File: src/rtl/fetch_pkg.sv
// Shared fetch front-end types and helpers: PC type, fetch-PC FSM states and
// fetch-block alignment.
package fetch_pkg;

  localparam int unsigned XLEN = 32;

  typedef logic [XLEN-1:0] pc_t;

  // RUN: fetching normally. HOLD: a redirect arrived during a stall and waits.
  typedef enum logic {
    RUN  = 1'b0,
    HOLD = 1'b1
  } fetch_pc_state_e;

  // Clear the byte offset inside a fetch block of 4*fetch_width bytes.
  function automatic pc_t block_align(input pc_t pc, input int unsigned fetch_width);
    pc_t mask;
    mask = pc_t'(4 * fetch_width - 1);
    return pc & ~mask;
  endfunction

endpackage

File: src/rtl/fetch_lane_mask.sv
// Valid-lane mask for a fetch block: lane i is valid when it sits at or after
// the word offset of pc within the block. Shared with decode-side alignment.
module fetch_lane_mask #(
  parameter int unsigned XLEN        = 32,
  parameter int unsigned FETCH_WIDTH = 2
) (
  input  logic [XLEN-1:0]        pc,
  output logic [FETCH_WIDTH-1:0] lane_mask
);

  if (FETCH_WIDTH == 1) begin : g_single
    // A one-lane block is always fully valid.
    assign lane_mask = 1'b1;
    logic unused_pc;
    assign unused_pc = ^pc;
  end else begin : g_multi
    localparam int unsigned OFS_W = $clog2(FETCH_WIDTH);
    logic [OFS_W-1:0] word_ofs;
    assign word_ofs = pc[OFS_W+1:2];

    logic unused_pc;
    assign unused_pc = ^{pc[XLEN-1:OFS_W+2], pc[1:0]};

    // Lanes before the entry word belong to the previous flow and are masked.
    always_comb begin
      lane_mask = '0;
      for (int i = 0; i < FETCH_WIDTH; i++) begin
        lane_mask[i] = (OFS_W'(i) >= word_ofs);
      end
    end
  end

endmodule

File: src/rtl/fetch_pc_unit.sv
// Fetch-block program counter. Advances on en & Ihit & Dhit; next PC priority
// is redirect, held redirect, branch prediction, sequential block. Redirects
// seen during a stall are parked in hold_q (state HOLD) until the next advance.
// Optional feature: define FETCH_PC_BP_EN to let bp_taken/bp_target steer the
// next PC; otherwise those ports are ignored.
//
// Handshake: there is no valid/ready pair here; redirect_valid is a one-cycle
// qualifier for redirect_pc and is always accepted (applied or parked) on the
// edge it is seen, so a source never needs to hold it.
module fetch_pc_unit
  import fetch_pkg::*;
#(
  parameter int unsigned     XLEN         = 32,
  parameter int unsigned     FETCH_WIDTH  = 2,
  parameter logic [XLEN-1:0] RESET_VECTOR = '0
) (
  input  logic                   clk,
  input  logic                   resetn,
  input  logic                   en,
  input  logic                   Ihit,
  input  logic                   Dhit,
  input  logic                   redirect_valid,
  input  logic [XLEN-1:0]        redirect_pc,
  input  logic                   bp_taken,
  input  logic [XLEN-1:0]        bp_target,
  output logic [XLEN-1:0]        pc,
  output logic [FETCH_WIDTH-1:0] lane_mask,
  output logic                   redirect_pending
);

  if (!(FETCH_WIDTH inside {1, 2, 4, 8})) begin : g_bad_width
    $error("fetch_pc_unit: FETCH_WIDTH must be 1, 2, 4 or 8");
  end

  localparam int unsigned BLOCK_BYTES = 4 * FETCH_WIDTH;

  fetch_pc_state_e state_q, state_d;
  logic [XLEN-1:0] pc_q, pc_d;
  logic [XLEN-1:0] hold_q, hold_d;

  logic            advance;
  logic [XLEN-1:0] redir_tgt;
  logic [XLEN-1:0] seq_base;
  logic [XLEN-1:0] seq_pc;
  logic [XLEN-1:0] pred_pc;

  assign advance   = en & Ihit & Dhit;
  assign redir_tgt = {redirect_pc[XLEN-1:2], 2'b00};

  // Alignment only touches the low few bits, so wider PCs mask inline.
  if (XLEN == $bits(pc_t)) begin : g_pkg_align
    assign seq_base = block_align(pc_q, FETCH_WIDTH);
  end else begin : g_wide_align
    assign seq_base = pc_q & ~(XLEN'(BLOCK_BYTES - 1));
  end
  assign seq_pc = seq_base + XLEN'(BLOCK_BYTES);

`ifdef FETCH_PC_BP_EN
  logic [XLEN-1:0] bp_tgt;
  logic            unused_low;
  assign bp_tgt     = {bp_target[XLEN-1:2], 2'b00};
  assign pred_pc    = bp_taken ? bp_tgt : seq_pc;
  assign unused_low = ^{redirect_pc[1:0], bp_target[1:0]};
`else
  logic unused_bp;
  assign pred_pc   = seq_pc;
  assign unused_bp = ^{bp_taken, bp_target, redirect_pc[1:0]};
`endif

  // Next-state and next-PC selection for the RUN/HOLD redirect tracker.
  always_comb begin
    state_d = state_q;
    pc_d    = pc_q;
    hold_d  = hold_q;
    unique case (state_q)
      RUN: begin
        if (advance) begin
          pc_d = redirect_valid ? redir_tgt : pred_pc;
        end else if (redirect_valid) begin
          hold_d  = redir_tgt;
          state_d = HOLD;
        end
      end
      HOLD: begin
        if (advance) begin
          // A fresh redirect is newer than the parked one; prediction is
          // stale here because it was made for the pre-redirect flow.
          pc_d    = redirect_valid ? redir_tgt : hold_q;
          state_d = RUN;
        end else if (redirect_valid) begin
          hold_d = redir_tgt;
        end
      end
      default: state_d = RUN;
    endcase
  end

  // State, PC and held-target registers; reset discards any parked redirect.
  always_ff @(posedge clk or negedge resetn) begin
    if (!resetn) begin
      state_q <= RUN;
      pc_q    <= RESET_VECTOR;
      hold_q  <= '0;
    end else begin
      state_q <= state_d;
      pc_q    <= pc_d;
      hold_q  <= hold_d;
    end
  end

  assign pc               = pc_q;
  assign redirect_pending = (state_q == HOLD);

  fetch_lane_mask #(
    .XLEN       (XLEN),
    .FETCH_WIDTH(FETCH_WIDTH)
  ) u_lane_mask (
    .pc       (pc_q),
    .lane_mask(lane_mask)
  );

endmodule

File: config.mk
export PLATFORM = sky130hd
export DESIGN_NAME = fetch_pc_unit
export DESIGN_NICKNAME = d
export VERILOG_FILES = /design/src/rtl/fetch_pkg.sv /design/src/rtl/fetch_lane_mask.sv /design/src/rtl/fetch_pc_unit.sv
export SDC_FILE = /design/constraint.sdc
export NUM_CORES = 1
export LEC_CHECK = 0
export ABC_CLOCK_PERIOD_IN_PS = 3300
export BUFFER_PORTS_ARGS = -buffer_cell sky130_fd_sc_hd__buf_2
export CELL_PAD_IN_SITES_DETAIL_PLACEMENT = 0
export CELL_PAD_IN_SITES_GLOBAL_PLACEMENT = 1
export CORE_MARGIN = 4
export CORE_UTILIZATION = 36
export DETAILED_ROUTE_END_ITERATION = 6
export GPL_TIMING_DRIVEN = 0
export PLACE_DENSITY_LB_ADDON = 0.15
export SLEW_MARGIN = 0
export SYNTH_ARGS = -nofsm -noshare
export SYNTH_HDL_FRONTEND = slang
export SYNTH_HIERARCHICAL = 1
export SYNTH_SLANG_ARGS = --single-unit
File: constraint.sdc
create_clock -name clk -period 3.3 [get_ports clk]
set_input_delay 0.33 -clock clk [delete_from_list [all_inputs] [get_ports clk]]
set_output_delay 0.33 -clock clk [all_outputs]
set_load 0.01 [all_outputs]
==> Word-level counts from Yosys, hierarchy flattened <==
Cells that the tools add are included.
W data, S select, Z words.
{ "word_totals": {"ff_bits": 65, "in_bits": 71, "out_inout_bits": 35, "word_cells": 22} }
{ "classes": {"addsub": 1, "n_lt_le_gt_ge": 2, "n_eq_ne": 2, "n_mux": 10, "bitwise": 3, "n_reduce_logical": 1} }
{ "op_table": {"columns": ["op", "n"], "rows": [
  ["$mux W32", 5],
  ["$pmux W32 S2", 1],
  ["$add A32 B4 Y32 const B", 1],
  ["$mux W1", 3],
  ["$and A1 B1 Y1", 2],
  ["$ge A1 B1 Y1 const A", 2],
  ["$ne A2 B1 Y1 const B", 1],
  ["$ne A2 B2 Y1 const B", 1],
  ["$pmux W1 S2", 1],
  ["$reduce_and A2 Y1", 1],
  ["$not A1 Y1", 1]
]} }

==> Logic depth before layout (Yosys ltp) <==
{ "logic_depth": {"ltp_word": 4, "mapped_depth": 8, "depth_no_buf": 6} }

==> Hierarchy <==
The synthesis kept the hierarchy.
{ "modules_own_cells": {"columns": ["module", "n_inst", "cells_per_inst", "area_each_um2", "seq_area_each_um2"], "rows": [
  ["fetch_pc_unit", 1, 357, 3427.0, 1626.6],
  ["fetch_lane_mask", 1, 3, 15.0, 0.0]
]} }

==> Least setup slack after synthesis <==
Ideal clock, no wire load.
{ "synth_timing": {"path_kind": "register to register", "startpoint": "register pc_q[3], in the netlist pc[3]", "endpoint": "register pc_q[25], in the netlist pc[25]", "setup_time_ns": 0.087, "arrival_ns": 1.766, "t_required_ns": 3.213, "slack_ns": 1.447, "stages_incl_launch_ff": 7, "path_buffers": 0, "synth_period_minus_slack_ns": 1.853, "path_cell_list": "dfrtp_1 > ha_1 > nand4_1 > nor4_4 > nand3_1 > or4_1 > o211ai_1"} }
{ "synth_between": {"elab_chain_cells": 4} }
{ "synth_lines": {"columns": ["element", "line_no", "text"], "rows": [
  ["from (decl)", "fetch_pc_unit.sv:38", "logic [XLEN-1:0] pc_q, pc_d;"],
  ["from (signal assigned)", "fetch_pc_unit.sv:106", "pc_q <= pc_d;"],
  ["$add A32 B4 Y32", "fetch_pc_unit.sv:56", "assign seq_pc = seq_base + XLEN'(BLOCK_BYTES);"],
  ["$mux W32", "fetch_pc_unit.sv:78", "pc_d = redirect_valid ? redir_tgt : pred_pc;"],
  ["$mux W32", "fetch_pc_unit.sv:77", "if (advance) begin"],
  ["$pmux W32 S2", "fetch_pc_unit.sv:75", "unique case (state_q)"]
]} }
No other way between the ends. The select of a mux whose other input is x is not followed.
A chain may end at the register's enable or synchronous reset.

==> Final worst setup path <==
{ "layout_timing": {"startpoint": "register state_q, in the netlist redirect_pending", "endpoint": "register pc_q[12], in the netlist pc[12]"} }
{ "layout_between": {"elab_chain_cells": 3, "elab_cells_between_ends": 5, "classes_between": "2 x eq/ne; 1 x mux; 1 x bitwise; 1 x reduce/logical"} }
{ "layout_lines": {"columns": ["element", "line_no", "text"], "rows": [
  ["from (decl)", "fetch_pc_unit.sv:37", "fetch_pc_state_e state_q, state_d;"],
  ["from (signal assigned)", "fetch_pc_unit.sv:105", "state_q <= state_d;"],
  ["$not A1 Y1", null, null],
  ["$ne A2 B2 Y1 (no line)", null, null],
  ["$reduce_and A2 Y1 (no line)", null, null]
]} }
Parallel ways exist; a longest one is shown, timed or not.

==> impl_metrics.toml <==
[status]
status = "complete, no violations"

[logic_synthesis]
yosysMostFrequentCell = "dfrtp_1"
ys_top_cells_by_area = "dfrtp_1 47%, mux2_2 9.8%, o21ai_0 4.9%, a22oi_1 3.5%, a21oi_1 3.2%"
ys_types = 42
synth_commonest_cells = "65 x dfrtp_1, 34 x o21ai_0, 30 x mux2_2"
ys_seq_elements = 65
netlist_instances = 360
synth-edff-count = 0
syn_area_um2 = 3440
ys_warn_count = 6
ys.flop_type = "dfrtp_1"
synth_nets = 432
syn_avg_cell_area_um2 = 9.56
synth_top_cell_area_share_pct = 47.3
synthArstFlopShare_pct = 100
yosysTopAreaCell = "dfrtp_1"
yosysSeqAreaShare_pct = 47.3

[job]
timing.max_cap.violations = 0

[timing]
slew_viol_final = 0
finClkSkew_ns = 0.00941
final-setup-viol-count = 0
worst_pin_slew_ns = 0.879
hold_viol_final = 0
slew-limit-headroom_pct = 41.4
fmax_ghz = 0.419
period_share_pct = 72.3
fin_crit_ns = 2.39
setup_tns_ns = 0
rsz0062_at_grt = "no"

[placed_design]
post-dp-hpwl_um = 7520
placed_cell_area_um2 = 3950
io_buffers = 69
globalplace.congestion = 0.799

[floorplan]
start_util_pct = 37.1
io_pins = 106
die_h_um = 106
rows = 35
dieWidth_um = 106
coreArea_um2 = 9280
dieArea_um2 = 11200

[drt]
drc = 0
first_pass_iters = 4
ant_nets = 0
drt_iter0_drc = 127
num_vias = 3173
vias_per_cell = 5.53
routed_wl_um = 10700
wl_per_cell_um = 18.7

[clocking]
clockRootBuffer = "clkbuf_8"
clock_sinks = 65
cts_max_path_buffers = 2
cts_hold_buffers = 0
cts_resized = 0
insertion_delay_ns = 0.34
cts_tree = "built"
numCtsBuffers = 9
htreeDepth = 3
cts_setup_buffers = 0
cts.reportedPaths.clkPinSlew_ns = 0.08

[global_routing]
grt_util_all_layers_pct = 19.7
grt_max_degree = 66
grt_pass1_wl_um = 17200
antenna_found_initial = 0
gr-total-overflow = 0
grt_pass1_vias = 3056

[layout]
area_delta_synth_final_pct = 21.9
postLayoutCellArea_um2 = 4200
antenna_cells = 0
nNetsFinal = 512
drive_above_1_share_pct = 27.4

[power]
ir_worst_vdd_v = 0.000298
p_total_uw = 2420
p_per_area_nw_per_um2 = 578
p_leak_uw = 0.00182

[setup_path]
end_kind = "flop"
path_class = "flop to flop"
crit_required_ns = 3.53
path_max_fanout = 10
arrival_ns = 2.62
r2r_slack_ns = 0.91
start_kind = "flop"

[worst_hold_path]
min_path_type = "primary input to async pin"
[where the power goes]
part | internal, uW | switching, uW
Clock | 522 | 319
Sequential | 926 | 156
Combinational | 221 | 278
[sequential cells by signal (all words and copies together) (netlist names)]
name / count
redirect_pending: 1
hold_q: 32
pc: 32
[critical path, stage by stage, from the launching register on]
cell      delay (ns)
dfrtp_1         0.37
clkbuf_1        0.31
or2_2           0.20
clkbuf_1        0.45
buf_1           0.50
o21ai_0         0.20
a22o_1          0.26
[layout by cell type, fill, tap and decap left out, drive strengths merged, types with 8 or more instances in the layout]
cell / synthesis / routed
a21oi: 22 / 22
buf: 7 / 76
mux2: 30 / 30
o21ai: 34 / 34
clkbuf: 20 / 31
dfrtp: 65 / 65
a31oi: 9 / 9
nand2: 29 / 29
nand3: 22 / 22
nor2: 26 / 26
a22oi: 16 / 16
nor3: 8 / 8
[cell type report]
type / count / area (um2)
Clock inverter: 5 / 103
Inverter: 7 / 26.3
Buffer: 27 / 108
Timing Repair Buffer: 69 / 348
Tap cell: 129 / 161
Sequential cell: 65 / 1630
Clock buffer: 11 / 141
Multi-Input combinational cell: 261 / 1680
Fill cell: 970 / 5090
[path summary, 6_finish.rpt]
kind | start | cells past startpoint | to
min reg2reg | pc[0] | 2 | pc[0]
min in group clk | redirect_pc[10] | 2 | hold_q[10]
max | redirect_pending | 6 | pc[12]
min | resetn | 1 | hold_q[10]
max in group asynchronous | resetn | 1 | pc[26]
max reg2reg | redirect_pending | 6 | pc[12]
[cells by family (layout without fill, tap and decap cells)]
kind of cell	count (synthesis)	count (layout)	synth area share [%]
AO/OA/AOI/OAI	112	112	20.6
adder cells (fa/ha/maj)	1	1	0.363
buffers and inverters	34	119	3.89
flip-flops	65	65	47.3
multiplexers	31	31	10.1
other	1	1	0.109
AND/OR/NAND/NOR	116	116	17.6
[routing by layer]
metal	global-route usage [%]	wire [um]	vias to the layer above
met4	5.64	139	0
met1	28.0	5170	1564
met3	3.43	549	16
li1	-	-	1508
met2	30.7	4880	85
met5	0	0	-
[per-stage QoR]
step           hold slack, ns  instances  setup WS [ns]  util [%]
6_report               0.0988        574          0.912      45.2
4_1_cts                 0.130        574          0.919      45.2
3_3_place_gp            0.450        558          0.904      42.5
5_1_grt                 0.173        574          0.756      45.2
3_5_place_dp            0.450        558          0.931      42.6
2_1_floorplan          0.0344        360           1.45         -
Note: power is estimated with default switching activity, not from simulation.
